`src/rtl/i2c_slave_byte_ctrl.sv`:
```
// i2c_slave_byte_ctrl: I2C target-side byte engine.
// Oversamples SCL/SDA, detects START/Sr/STOP, matches a 7-bit address and
// moves write bytes to the host (Rx strobe) or read bytes from it (Tx valid/ack).
// Optional build macro: I2C_SLAVE_STRETCH_EN (hold SCL low while no Tx byte).
module i2c_slave_byte_ctrl #(
  parameter int ADDR_W      = 7,
  parameter int SYNC_STAGES = 2
) (
  input  logic              Clk,
  input  logic              Rst,
  input  logic              Scl_i,
  input  logic              Sda_i,
  output logic              Scl_oe,
  output logic              Sda_oe,
  input  logic [ADDR_W-1:0] Slave_addr,
  output logic              Rw,
  output logic              Busy,
  output logic              Addr_match,
  output logic [7:0]        Rx_data,
  output logic              Rx_valid,
  input  logic [7:0]        Tx_data,
  input  logic              Tx_valid,
  output logic              Tx_ack,
  output logic              Tx_underrun,
  output logic              Rx_nack,
  output logic              Stop_det
);

  typedef enum logic [3:0] {
    IDLE, ADDR, ADDR_ACK, WR_DATA, WR_ACK, RD_LOAD, RD_DATA, RD_ACK, IGNORE
  } state_t;

  logic [SYNC_STAGES-1:0] scl_sync, sda_sync;
  logic scl_q, sda_q, scl_s, sda_s;
  logic scl_rise, scl_fall, start_det, stop_det;

  state_t     state_q, state_d;
  logic [7:0] shreg_q, shreg_d, rx_data_q, rx_data_d, byte_in;
  logic [2:0] bitcnt_q, bitcnt_d;
  logic       ack_on_q, ack_on_d, sda_oe_q, sda_oe_d, scl_oe_q, scl_oe_d;
  logic       rw_q, rw_d;
  logic       addr_match_q, addr_match_d, rx_valid_q, rx_valid_d;
  logic       rx_nack_q, rx_nack_d, stop_q, stop_d;
  logic       tx_take, tx_miss;

  // Pad synchronisers and edge history; left unreset so a reset mid-transfer
  // cannot fabricate a START/STOP from stale flop values.
  always_ff @(posedge Clk) begin
    scl_sync <= {scl_sync[SYNC_STAGES-2:0], Scl_i};
    sda_sync <= {sda_sync[SYNC_STAGES-2:0], Sda_i};
    scl_q    <= scl_sync[SYNC_STAGES-1];
    sda_q    <= sda_sync[SYNC_STAGES-1];
  end

  assign scl_s     = scl_sync[SYNC_STAGES-1];
  assign sda_s     = sda_sync[SYNC_STAGES-1];
  assign scl_rise  = scl_s & ~scl_q;
  assign scl_fall  = ~scl_s & scl_q;
  assign start_det = scl_s & scl_q & ~sda_s & sda_q;
  assign stop_det  = scl_s & scl_q & sda_s & ~sda_q;
  assign byte_in   = {shreg_q[6:0], sda_s};

  // Next-state and datapath; bus conditions override any data edge.
  always_comb begin
    state_d      = state_q;
    shreg_d      = shreg_q;
    bitcnt_d     = bitcnt_q;
    ack_on_d     = ack_on_q;
    sda_oe_d     = sda_oe_q;
    scl_oe_d     = 1'b0;
    rw_d         = rw_q;
    rx_data_d    = rx_data_q;
    addr_match_d = 1'b0;
    rx_valid_d   = 1'b0;
    rx_nack_d    = 1'b0;
    stop_d       = 1'b0;
    tx_take      = 1'b0;
    tx_miss      = 1'b0;
    if (stop_det) begin
      state_d  = IDLE;
      sda_oe_d = 1'b0;
      ack_on_d = 1'b0;
      bitcnt_d = 3'd0;
      stop_d   = 1'b1;
    end else if (start_det) begin
      state_d  = ADDR;
      sda_oe_d = 1'b0;
      ack_on_d = 1'b0;
      bitcnt_d = 3'd0;
    end else begin
      case (state_q)
        IDLE, IGNORE: sda_oe_d = 1'b0;
        ADDR: begin
          sda_oe_d = 1'b0;
          if (scl_rise) begin
            shreg_d  = byte_in;
            bitcnt_d = bitcnt_q + 3'd1;
            if (bitcnt_q == 3'd7) begin
              if (byte_in[7 -: ADDR_W] == Slave_addr) begin
                addr_match_d = 1'b1;
                rw_d         = byte_in[0];
                state_d      = ADDR_ACK;
              end else begin
                state_d = IGNORE;
              end
            end
          end
        end
        // First fall pulls SDA for the ACK, the next fall lets it go.
        ADDR_ACK, WR_ACK: begin
          if (scl_fall) begin
            if (!ack_on_q) begin
              sda_oe_d = 1'b1;
              ack_on_d = 1'b1;
            end else begin
              sda_oe_d = 1'b0;
              ack_on_d = 1'b0;
              state_d  = (state_q == ADDR_ACK && rw_q) ? RD_LOAD : WR_DATA;
            end
          end
        end
        WR_DATA: begin
          if (scl_rise) begin
            shreg_d  = byte_in;
            bitcnt_d = bitcnt_q + 3'd1;
            if (bitcnt_q == 3'd7) begin
              rx_data_d  = byte_in;
              rx_valid_d = 1'b1;
              state_d    = WR_ACK;
            end
          end
        end
        RD_LOAD: begin
`ifdef I2C_SLAVE_STRETCH_EN
          if (!Tx_valid) begin
            scl_oe_d = 1'b1;
          end else begin
            tx_take  = 1'b1;
            shreg_d  = Tx_data;
            sda_oe_d = ~Tx_data[7];
            scl_oe_d = scl_oe_q;  // SCL let go one cycle after the MSB is on SDA
            bitcnt_d = 3'd0;
            state_d  = RD_DATA;
          end
`else
          if (Tx_valid) begin
            tx_take  = 1'b1;
            shreg_d  = Tx_data;
            sda_oe_d = ~Tx_data[7];
          end else begin
            tx_miss  = 1'b1;
            shreg_d  = 8'hFF;
            sda_oe_d = 1'b0;
          end
          bitcnt_d = 3'd0;
          state_d  = RD_DATA;
`endif
        end
        RD_DATA: begin
          if (scl_fall) begin
            if (bitcnt_q == 3'd7) begin
              sda_oe_d = 1'b0;
              bitcnt_d = 3'd0;
              state_d  = RD_ACK;
            end else begin
              shreg_d  = {shreg_q[6:0], 1'b0};
              sda_oe_d = ~shreg_q[6];
              bitcnt_d = bitcnt_q + 3'd1;
            end
          end
        end
        RD_ACK: begin
          sda_oe_d = 1'b0;
          if (scl_rise) begin
            if (!sda_s) ack_on_d = 1'b1;
            else begin
              rx_nack_d = 1'b1;
              state_d   = IGNORE;
            end
          end else if (scl_fall && ack_on_q) begin
            ack_on_d = 1'b0;
            state_d  = RD_LOAD;
          end
        end
        default: state_d = IDLE;
      endcase
    end
  end

  // Register update with synchronous reset.
  always_ff @(posedge Clk) begin
    if (Rst) begin
      state_q      <= IDLE;
      shreg_q      <= 8'h00;
      bitcnt_q     <= 3'd0;
      ack_on_q     <= 1'b0;
      sda_oe_q     <= 1'b0;
      scl_oe_q     <= 1'b0;
      rw_q         <= 1'b0;
      rx_data_q    <= 8'h00;
      addr_match_q <= 1'b0;
      rx_valid_q   <= 1'b0;
      rx_nack_q    <= 1'b0;
      stop_q       <= 1'b0;
    end else begin
      state_q      <= state_d;
      shreg_q      <= shreg_d;
      bitcnt_q     <= bitcnt_d;
      ack_on_q     <= ack_on_d;
      sda_oe_q     <= sda_oe_d;
      scl_oe_q     <= scl_oe_d;
      rw_q         <= rw_d;
      rx_data_q    <= rx_data_d;
      addr_match_q <= addr_match_d;
      rx_valid_q   <= rx_valid_d;
      rx_nack_q    <= rx_nack_d;
      stop_q       <= stop_d;
    end
  end

  assign Scl_oe      = scl_oe_q;
  assign Sda_oe      = sda_oe_q;
  assign Rw          = rw_q;
  assign Busy        = (state_q != IDLE);
  assign Addr_match  = addr_match_q;
  assign Rx_data     = rx_data_q;
  assign Rx_valid    = rx_valid_q;
  assign Tx_ack      = tx_take;
  assign Tx_underrun = tx_miss;
  assign Rx_nack     = rx_nack_q;
  assign Stop_det    = stop_q;

endmodule
```
`config.mk`:
```
export PLATFORM = sky130hd
export DESIGN_NAME = i2c_slave_byte_ctrl
export DESIGN_NICKNAME = d
export VERILOG_FILES = /design/src/rtl/i2c_slave_byte_ctrl.sv
export SDC_FILE = /design/constraint.sdc
export NUM_CORES = 1
export LEC_CHECK = 0
export ABC_CLOCK_PERIOD_IN_PS = 2600
export CAP_MARGIN = 20
export CORE_MARGIN = 2
export CORE_UTILIZATION = 35
export CTS_CLUSTER_SIZE = 40
export DETAILED_ROUTE_END_ITERATION = 12
export PLACE_DENSITY = 0.53
export SLEW_MARGIN = 40
export SYNTH_ARGS = -nofsm -noshare
export SYNTH_HDL_FRONTEND = slang
export SYNTH_SLANG_ARGS = --single-unit
```
`constraint.sdc`:
```
create_clock -name Clk -period 2.6 [get_ports Clk]
set_input_delay 0.52 -clock Clk [delete_from_list [all_inputs] [get_ports Clk]]
set_output_delay 0.52 -clock Clk [all_outputs]
set_load 0.02 [all_outputs]
```
; Word-level counts from Yosys, hierarchy flattened
; Cells that the tools add are included.
[word_totals]
reg_bits = 35
input_bits = 20
out_inout_bits = 18
word_cells = 142
[op_classes]
addsub = 1
eq_ne = 34
n_mux = 46
n_bitwise = 21
n_reduce_logical = 24
[op_table]
columns = op, n
row1 = $mux W4, 12
row2 = $ne A3 B3 Y1 const B, 11
row3 = $mux W7, 4
row4 = $pmux W4 S7, 1
row5 = $reduce_and A11 Y1, 2
row6 = $mux W1, 21
row7 = $pmux W7 S3, 1
row8 = $ne A2 B2 Y1 const B, 10
row9 = $eq A4 B3 Y1 const B, 4
row10 = $not A1 Y1, 14
row11 = $mux W3, 4
row12 = $reduce_and A6 Y1, 2
row13 = $reduce_or A5 Y1, 2
row14 = $pmux W3 S3, 1
row15 = $eq A4 B2 Y1 const B, 2
row16 = $ne A4 B4 Y1 const B, 2
row17 = $reduce_bool A4 Y1, 2
row18 = $reduce_or A2 Y1, 4
row19 = $and A1 B1 Y1, 7
row20 = $eq A7 B7 Y1, 1
row21 = $reduce_and A3 Y1, 2
row22 = $reduce_or A6 Y1, 1
row23 = $reduce_and A5 Y1, 1
row24 = $eq A4 B1 Y1 const B, 1
row25 = 13 further kinds, 14

; Longest topological paths before layout
; Gate-level depths: netlist of the first run.
[depth]
ltp_word = 7
ltp_mapped = 8
mapped_depth_nobuf = 7

; Least setup slack after synthesis of the first run
; No wires, ideal clock.
[synth_timing]
path_type = register -> output
start = reg state_q[2]
end = out Tx_ack
arrival_ns = 1.650
required_ns = 2.080
slack_ns = 0.430
path_stages_with_launch = 8
n_path_buf = 4
cell_sequence = dfxtp_1 buf_2 buf_2 nor4bb_1 buf_2 buf_2 o21ai_0 nor2_1
[synth_via]
elab_chain_cells = 4
[synth_lines]
columns = item, line
row1 = from (decl), 37  ; state_t state_q, state_d;
row2 = from (signal assigned), 206  ; state_q <= state_d;
row3 = $eq A4 B3 Y1, 91  ; case (state_q)
row4 = $mux W1, 91
row5 = $mux W1, 85  ; end else if (start_det) begin
row6 = $mux W1, 79  ; if (stop_det) begin
row7 = to (decl), 23  ; output logic Tx_ack,
; Every way passes these cells.

; Worst setup path after layout of the first run
[layout_timing]
start = reg state_q[0]
end = out Tx_underrun
[layout_via]
elab_chain_cells = 4
[layout_lines]
columns = item, line
row1 = $eq A4 B3 Y1, 91
row2 = $mux W1, 91
row3 = $mux W1, 85
row4 = $mux W1, 79
row5 = to (decl), 24  ; output logic Tx_underrun,
; Every way passes these cells.

==> metrics.md, run 1 <==
| Metric | Value |
|---|---|
| Outcome | finished, final reports clean |
| Critical Path Max Stage Delay | 0.61 ns |
| Setup repair after global routing missed its margin | no |
| Width of the die | 79.6 microns |
| Post-synth EDFFs | 0 |
| Area of all placed cells without fillers | 0.00253 sq mm |
| Part of the power in the clock network | 0.332 |
| Total track usage | 0.174 |
| Iteration-0 DRC Markers | 145 |
| Critical path's slowest cell | sky130_fd_sc_hd__clkdlybuf4s50_1 |
| Arrival time at the worst endpoint | 1.90 ns |
| Initial antenna violation count | 0 |
| Top flip-flop cell by instance count after synthesis | sky130_fd_sc_hd__dfxtp_1 |
| Max H-tree Level | 2 |
| Number of cells in the design after placement | 335 |
| Power Density | 473 mW/mm^2 |
| Clock transition at the registers of the reported paths | 0.07 ns |
| Max-capacitance violation count | 0 |
| Minimum hold slack | 0.328 ns |
| Clock latency on the worst-skew pair | 0.29 ns |
| Final std cells w/o fill | 343 |
| # Post-CTS Setup Buffers | 0 |
| Final routed wirelength across all metal layers | 5.13 mm |
| Detail-routed net length per standard cell | 15.0 microns |
| Detailed Place HPWL | 3.73 mm |
| Final clock skew | 0.00822 ns |
| Endpoint kind of the worst setup timing path | output port |
| Critical path peak fanout | 2 |
| Remaining global-route overflow | 0 |
| Number of pins exceeding their max-slew limit in the final report | 0 |
| Count of state elements after synthesis | 35 |
| Fraction of layout cells with a size suffix above 1 | 0.114 |
| Category of the most critical setup path | flop to output port |
| Hold_buf cts | 0 |
| Number of clock sinks | 35 |
| Worst Hold Class | flop to flop |
| Number of cells upsized or downsized after cts | 0 |
| Maximum clock insertion buffer count | 2 |
| Starting density of the core | 0.363 |
| Time the worst path needs with I/O delays and setup | 2.42 ns |
| Share of synthesized registers carrying an async set or reset | 0 |
| Most common cell after layout, fill and taps aside | sky130_fd_sc_hd__clkdlybuf4s50_1 |
| Net count, final | 292 |
| Yosys warning total | 0 |
| Sequential fraction of the synthesis area | 0.351 |
| Worst-margin pin slew | 0.567 ns |
| Net load switching power | 0.000351 W |
| Clock tree from TritonCTS | yes |
| Post-detailed-route via-to-cell ratio | 5.14 |
| Overall via count from detail_route | 1,764 |
| Number of placement rows | 27 |
| Highest attainable clock frequency | 413 MHz |
| CTS root buf | sky130_fd_sc_hd__clkbuf_8 |
| Layout overhead on the synthesized area | 26.7% |
| Top Ports | 38 |
| Post-place instance area | 0.00244 sq mm |
| Seq pwr share | 0.467 |
| Maximum number of pins on one net before global-route repair | 26 |
| Inserted Clock Buffers | 5 |
| Combinational share of power | 0.201 |
| First-pass GRT wire length | 8.61 mm |
| Setup violators final | 0 |
| Routability Congestion | 0.791 |
| Number of distinct library cells after synthesis | 52 |
| Period utilization | 0.932 |
| Detailed-router iteration count before antenna repair | 4 |
| Via count of the first global-routing pass | 1,706 |
| Sw Share | 0.293 |
| Mean Syn Cell Area | 8.54 sq um |
| Area of the core | 0.00551 sq mm |
| Number of port buffers | 36 |
| Height of the die | 79.6 microns |
| Cell-internal power | 0.000847 W |
| Data required time at the worst endpoint | 2.08 ns |
| Relative slew margins | 0.622 |
| Worst IR Drop VDD | 0.000242 V |
| Die outline area | 0.00633 sq mm |
| Number of instances in the synthesized netlist | 234 |
| Startpoint class of the critical path | flop |
| Final design utilization | 0.460 |
| Critical Path, Cell by Cell | nor4bb_2 > o21ai_0 > nor2_1 > clkdlybuf4s50_1 |
| Synthesized net count | 256 |
| Setup_tns | 0 ns |
| Number of hold-slack violations in the final timing report | 0 |
| Count of inserted antenna diode cells | 0 |
| Number of nets still failing antenna checks after routing | 0 |
| Most frequent cells in the layout | 36 x sky130_fd_sc_hd__clkdlybuf4s50_1, 33 x sky130_fd_sc_hd__dfxtp_1, 20 x sky130_fd_sc_hd__nor2_1, 19 x sky130_fd_sc_hd__a21oi_1, 14 x sky130_fd_sc_hd__nand2b_1 |
| Static leakage power | 0.906 nW |
| Remaining routing DRC violations | 0 |
| Post-synthesis instance area | 0.00200 sq mm |
==> area by class of cell <==
type	instances	area (sq um)
clock buffers	6	72.6
clock inverters	2	12.5
fillers	553	2980
inverters	5	18.8
multi-input cells	175	1180
flip-flops and latches	35	703
well taps	72	90.1
repair buffers	48	450
==> final timing paths <==
path | cells after the start | from | end | slack, ns
worst max-delay path | 4 | state_q[0] | Tx_underrun | 0.18
worst min-delay path | 0 | scl_sync[0] | scl_sync[1] | 0.33
worst max register to register | 6 | bitcnt_q[0] | Rx_data[6] | 0.45
worst min register to register | 0 | scl_sync[0] | scl_sync[1] | 0.33
==> registers in the layout, summed over array words and instances, names as in the netlist <==
name and cells:
Rx_data 8, shreg_q 7, state_q 4, bitcnt_q 3
scl_sync 2, sda_sync 2, Addr_match 1, Rw 1
Rx_nack 1, Rx_valid 1, Sda_oe 1, Stop_det 1
ack_on_q 1, scl_q 1, sda_q 1
==> synth_stat cells (all sizes together), types with 2 or more instances <==
cell,instances,area [sq um]
or4,2,15.0
mux2i,12,120
and2,3,21.3
a211oi,2,15.0
xnor2,9,78.8
nor4bb,2,20.0
or2,3,18.8
ha,2,25.0
nand3,3,15.0
dfxtp,35,701
a21oi,19,95.1
nor4b,2,17.5
inv,5,18.8
clkbuf,4,15.0
nor3,8,40.0
nand3b,10,75.1
a2111o,2,22.5
nor2b,8,50.1
nand2b,14,87.6
o211ai,9,67.6
nor2,21,81.3
buf,15,86.3
a2111oi,2,36.3
o21ai,8,40.0
nand2,11,41.3
a31oi,2,12.5
nor4,3,18.8
==> power by group through the flow <==
stage | combinational [W] | sequential (W) | clock [W]
2_1_floorplan | 0.000159 | 0.000569 | 0
3_3_place_gp | 0.000241 | 0.000572 | 0
3_5_place_dp | 0.000240 | 0.000572 | 0
4_1_cts | 0.000241 | 0.000559 | 0.000409
5_1_grt | 0.000267 | 0.000562 | 0.000435
6_report | 0.000241 | 0.000560 | 0.000398
==> cell families after synthesis <==
family / count (synthesis) / share of synthesized area
muxes: 13 / 0.0658
other: 1 / 0.00188
buffers and inverters: 24 / 0.0601
and+or+nand+nor: 97 / 0.281
AOI/OAI and AO/OA: 53 / 0.188
DFF: 35 / 0.351
adders and majority gates: 2 / 0.0125
xor gates and xnor gates: 9 / 0.0395
==> stage by stage <==
stage          power, W  worst slack (ns)
2_1_floorplan  0.000729             0.430
3_3_place_gp   0.000813             0.269
3_5_place_dp   0.000812             0.255
4_1_cts         0.00121             0.105
5_1_grt         0.00126            0.0561
6_report        0.00120             0.177
==> routing by layer <==
metal	track usage	routed length [microns]
met3	0.0373	202
met4	0.0483	53
met5	0	0
met1	0.249	2630
met2	0.264	2250
==> worst max-delay path, delay by kind of cell (launching register included) <==
| kind | cells | cell delay (ns) |
|---|---|---|
| compound gates | 1 | 0.20 |
| buf+inv | 1 | 0.61 |
| flops | 1 | 0.34 |
| simple gates | 2 | 0.48 |
(Power assumes the default switching activity.)
==> run 2, diff against run 1 <==
--- a/config.mk
+++ b/config.mk
@@ -11,6 +11,7 @@
 export CORE_UTILIZATION = 35
 export CTS_CLUSTER_SIZE = 40
 export DETAILED_ROUTE_END_ITERATION = 12
+export GPL_TIMING_DRIVEN = 0
 export PLACE_DENSITY = 0.53
 export SLEW_MARGIN = 40
 export SYNTH_ARGS = -nofsm -noshare
==> run 2 against run 1 <==
- hold slack about the same
- core utilization rose by 1.1 points
- setup slack improved by 0.0014 ns
- sequential cell count stayed put
- clock skew shrank 0.0050 ns
- cell area up 2.5%
- maximum frequency about the same
- routed wire length is 3.8% higher
- sequential share of layout area decreased by 0.72 points
- die area is the same
- critical path type unchanged
==> metrics.md, run 2 (synthesized netlist as in run 1, its figures left out) <==
| Metric | Value |
|---|---|
| Number of port buffers | 35 (-2.8%) |
| Period utilization | 0.931 (about the same) |
| Overall via count from detail_route | 1,792 (+1.6%) |
| Setup violators final | 0 (unchanged) |
| Initial antenna violation count | 0 (unchanged) |
| CTS root buf | sky130_fd_sc_hd__clkbuf_8 |
| Total track usage | 0.182 (+0.00747) |
| Highest attainable clock frequency | 413 MHz (about the same) |
| Worst setup slack after placement | -0.308 ns (-0.562 ns) |
| Critical Path Max Stage Delay | 0.59 ns (-0.02 ns) |
| Total buffers and inverters traversed by the critical path | 2 (+1) |
| Data required time at the worst endpoint | 2.08 ns (about the same) |
| Worst r2r src | bitcnt_q[0] |
| Height of the die | 79.6 microns (unchanged) |
| Detailed Place HPWL | 3.89 mm (+4.2%) |
| Number of nets still failing antenna checks after routing | 0 (unchanged) |
| End of the worst register-to-register path | state_q[3] |
| Post-detailed-route via-to-cell ratio | 5.06 (-1.6%) |
| Net load switching power | 0.000351 W (about the same) |
| Part of the power in the clock network | 0.361 (+0.029) |
| Worst r2r path cells | 7 (+1) |
| Remaining global-route overflow | 0 (unchanged) |
| Clock latency on the worst-skew pair | 0.29 ns (about the same) |
| Inserted Clock Buffers | 5 (unchanged) |
| Most common cell after layout, fill and taps aside | sky130_fd_sc_hd__dfxtp_1 |
| Number of stages on the worst hold path | 0 (unchanged) |
| Starting density of the core | 0.363 (unchanged) |
| Fraction of layout cells with a size suffix above 1 | 0.142 (+0.0275) |
| Startpoint class of the critical path | flop |
| Sw Share | 0.281 (-0.0118) |
| Setup repair after global routing missed its margin | no |
| Number of clock sinks | 35 (unchanged) |
| Combinational share of power | 0.189 (-0.012) |
| Outcome | finished, final reports clean |
| First-pass GRT wire length | 8.82 mm (+2.4%) |
| Max-capacitance violation count | 0 (unchanged) |
| Post-place instance area | 0.00244 sq mm (-0.20%) |
| Count of inserted antenna diode cells | 0 (unchanged) |
| Setup_tns | 0 ns (unchanged) |
| Worst-margin pin slew | 0.531 ns (-0.0367 ns) |
| Maximum number of pins on one net before global-route repair | 20 (-23%) |
| Clock transition at the registers of the reported paths | 0.07 ns (about the same) |
| Detailed-router iteration count before antenna repair | 4 (unchanged) |
| Final clock skew | 0.00317 ns (-0.00505 ns) |
| Max H-tree Level | 2 (unchanged) |
| Cell-internal power | 0.000897 W (+5.9%) |
| Maximum clock insertion buffer count | 2 (unchanged) |
| Category of the most critical setup path | flop to output port |
| Top Ports | 38 (unchanged) |
| Final routed wirelength across all metal layers | 5.33 mm (+3.8%) |
| Die outline area | 0.00633 sq mm (unchanged) |
| Register-to-register path setup slack | 0.45 ns (about the same) |
| Max FFs per register | 8 (unchanged) |
| Remaining routing DRC violations | 0 (unchanged) |
| Relative slew margins | 0.646 (+0.0245) |
| Worst Hold Class | flop to flop |
| Number of hold-slack violations in the final timing report | 0 (unchanged) |
| Origin of the worst min-delay path | scl_sync[0] |
| Arrival time at the worst endpoint | 1.90 ns (about the same) |
| CP top delay family | buffers and inverters |
| Layout overhead on the synthesized area | 29.8% |
| Power Density | 481 mW/mm^2 (+1.6%) |
| Hold_buf cts | 0 (unchanged) |
| Area of the core | 0.00551 sq mm (unchanged) |
| Endpoint kind of the worst setup timing path | output port |
| Static leakage power | 0.957 nW (+5.6%) |
| Most frequent cells in the layout | 34 x sky130_fd_sc_hd__dfxtp_1, 33 x sky130_fd_sc_hd__clkdlybuf4s50_1, 20 x sky130_fd_sc_hd__nor2_1, 19 x sky130_fd_sc_hd__a21oi_1, 14 x sky130_fd_sc_hd__nand2b_1 |
| Critical Path, Cell by Cell | buf_2 > nor2_1 > nand2_1 > clkdlybuf4s50_1 |
| Iteration-0 DRC Markers | 105 (-28%) |
| Critical path's slowest cell | sky130_fd_sc_hd__clkdlybuf4s50_1 |
| Detail-routed net length per standard cell | 15.0 microns (+0.59%) |
| Routability Congestion | 0.862 (+9.0%) |
| Seq pwr share | 0.451 (-0.016) |
| Via count of the first global-routing pass | 1,747 (+2.4%) |
| WHS Endpoint | scl_sync[1] |
| Worst IR Drop VDD | 0.000231 V (-4.7%) |
| Critical path peak fanout | 10 (+8) |
| Net count, final | 303 (+3.8%) |
| Crit path setup slack, layout | 0.178 ns (+0.00140 ns) |
| Final design utilization | 0.471 (+0.0114) |
| Number of placement rows | 27 (unchanged) |
| Area of all placed cells without fillers | 0.00259 sq mm (+2.5%) |
| Width of the die | 79.6 microns (unchanged) |
| Clock tree from TritonCTS | yes |
| Time the worst path needs with I/O delays and setup | 2.42 ns (-0.00140 ns) |
| Number of pins exceeding their max-slew limit in the final report | 0 (unchanged) |
[run 2: cell type report]
type / instances / area [sq um]
clock inverter: 1 / 7.51
timing repair buffer: 42 / 405
tap: 72 / 90.1
sequential: 35 / 702
clock buffer: 7 / 96.3
inverter: 5 / 18.8
multi-input combinational: 175 / 1180
buffer: 17 / 96.3
fill: 567 / 2910
[run 2: how the worst max path moves through the flow]
| stage | from | end | slack (ns) | depth (start not counted) |
|---|---|---|---|---|
| floorplan | state_q[2] | Tx_ack | 0.43 | 7 |
| CTS | state_q[0] | Tx_underrun | 0.07 | 6 |
| global route | state_q[0] | Tx_ack | 0.05 | 6 |
| global placement | state_q[2] | Tx_ack | -0.33 | 8 |
| finish | state_q[3] | Busy | 0.18 | 4 |
| detailed placement | state_q[2] | Tx_underrun | -0.31 | 8 |
[run 2: what timing repair did]
| item | 4_1_cts | 5_1_grt |
|---|---|---|
| pin swaps | 0 | 0 |
| setup buffers | 0 | 7 |
| gates resized for setup | 9 | 0 |
| endpoints found under the setup margin | 2 | 2 |
[run 2: routing by layer]
metal / wire length [microns] / GRT usage
met2: 2370 / 0.276
met5: 0 / 0
met1: 2660 / 0.255
met3: 238 / 0.0373
met4: 62 / 0.0621
[run 2: through the flow]
step / hold slack (ns) / power [W] / instances
6_report: 0.328 / 0.00125 / 354
3_3_place_gp: 0.310 / 0.000811 / 341
3_5_place_dp: 0.313 / 0.000809 / 341
5_1_grt: 0.347 / 0.00131 / 354
4_1_cts: 0.331 / 0.00127 / 347
2_1_floorplan: 0.310 / 0.000729 / 234
[run 2: power groups by stage]
stage	combinational (W)	sequential, W	clock [W]
finish	0.000235	0.000563	0.000450
global route	0.000259	0.000565	0.000490
CTS	0.000235	0.000563	0.000468
detailed placement	0.000234	0.000575	0
global placement	0.000236	0.000575	0
floorplan	0.000159	0.000569	0
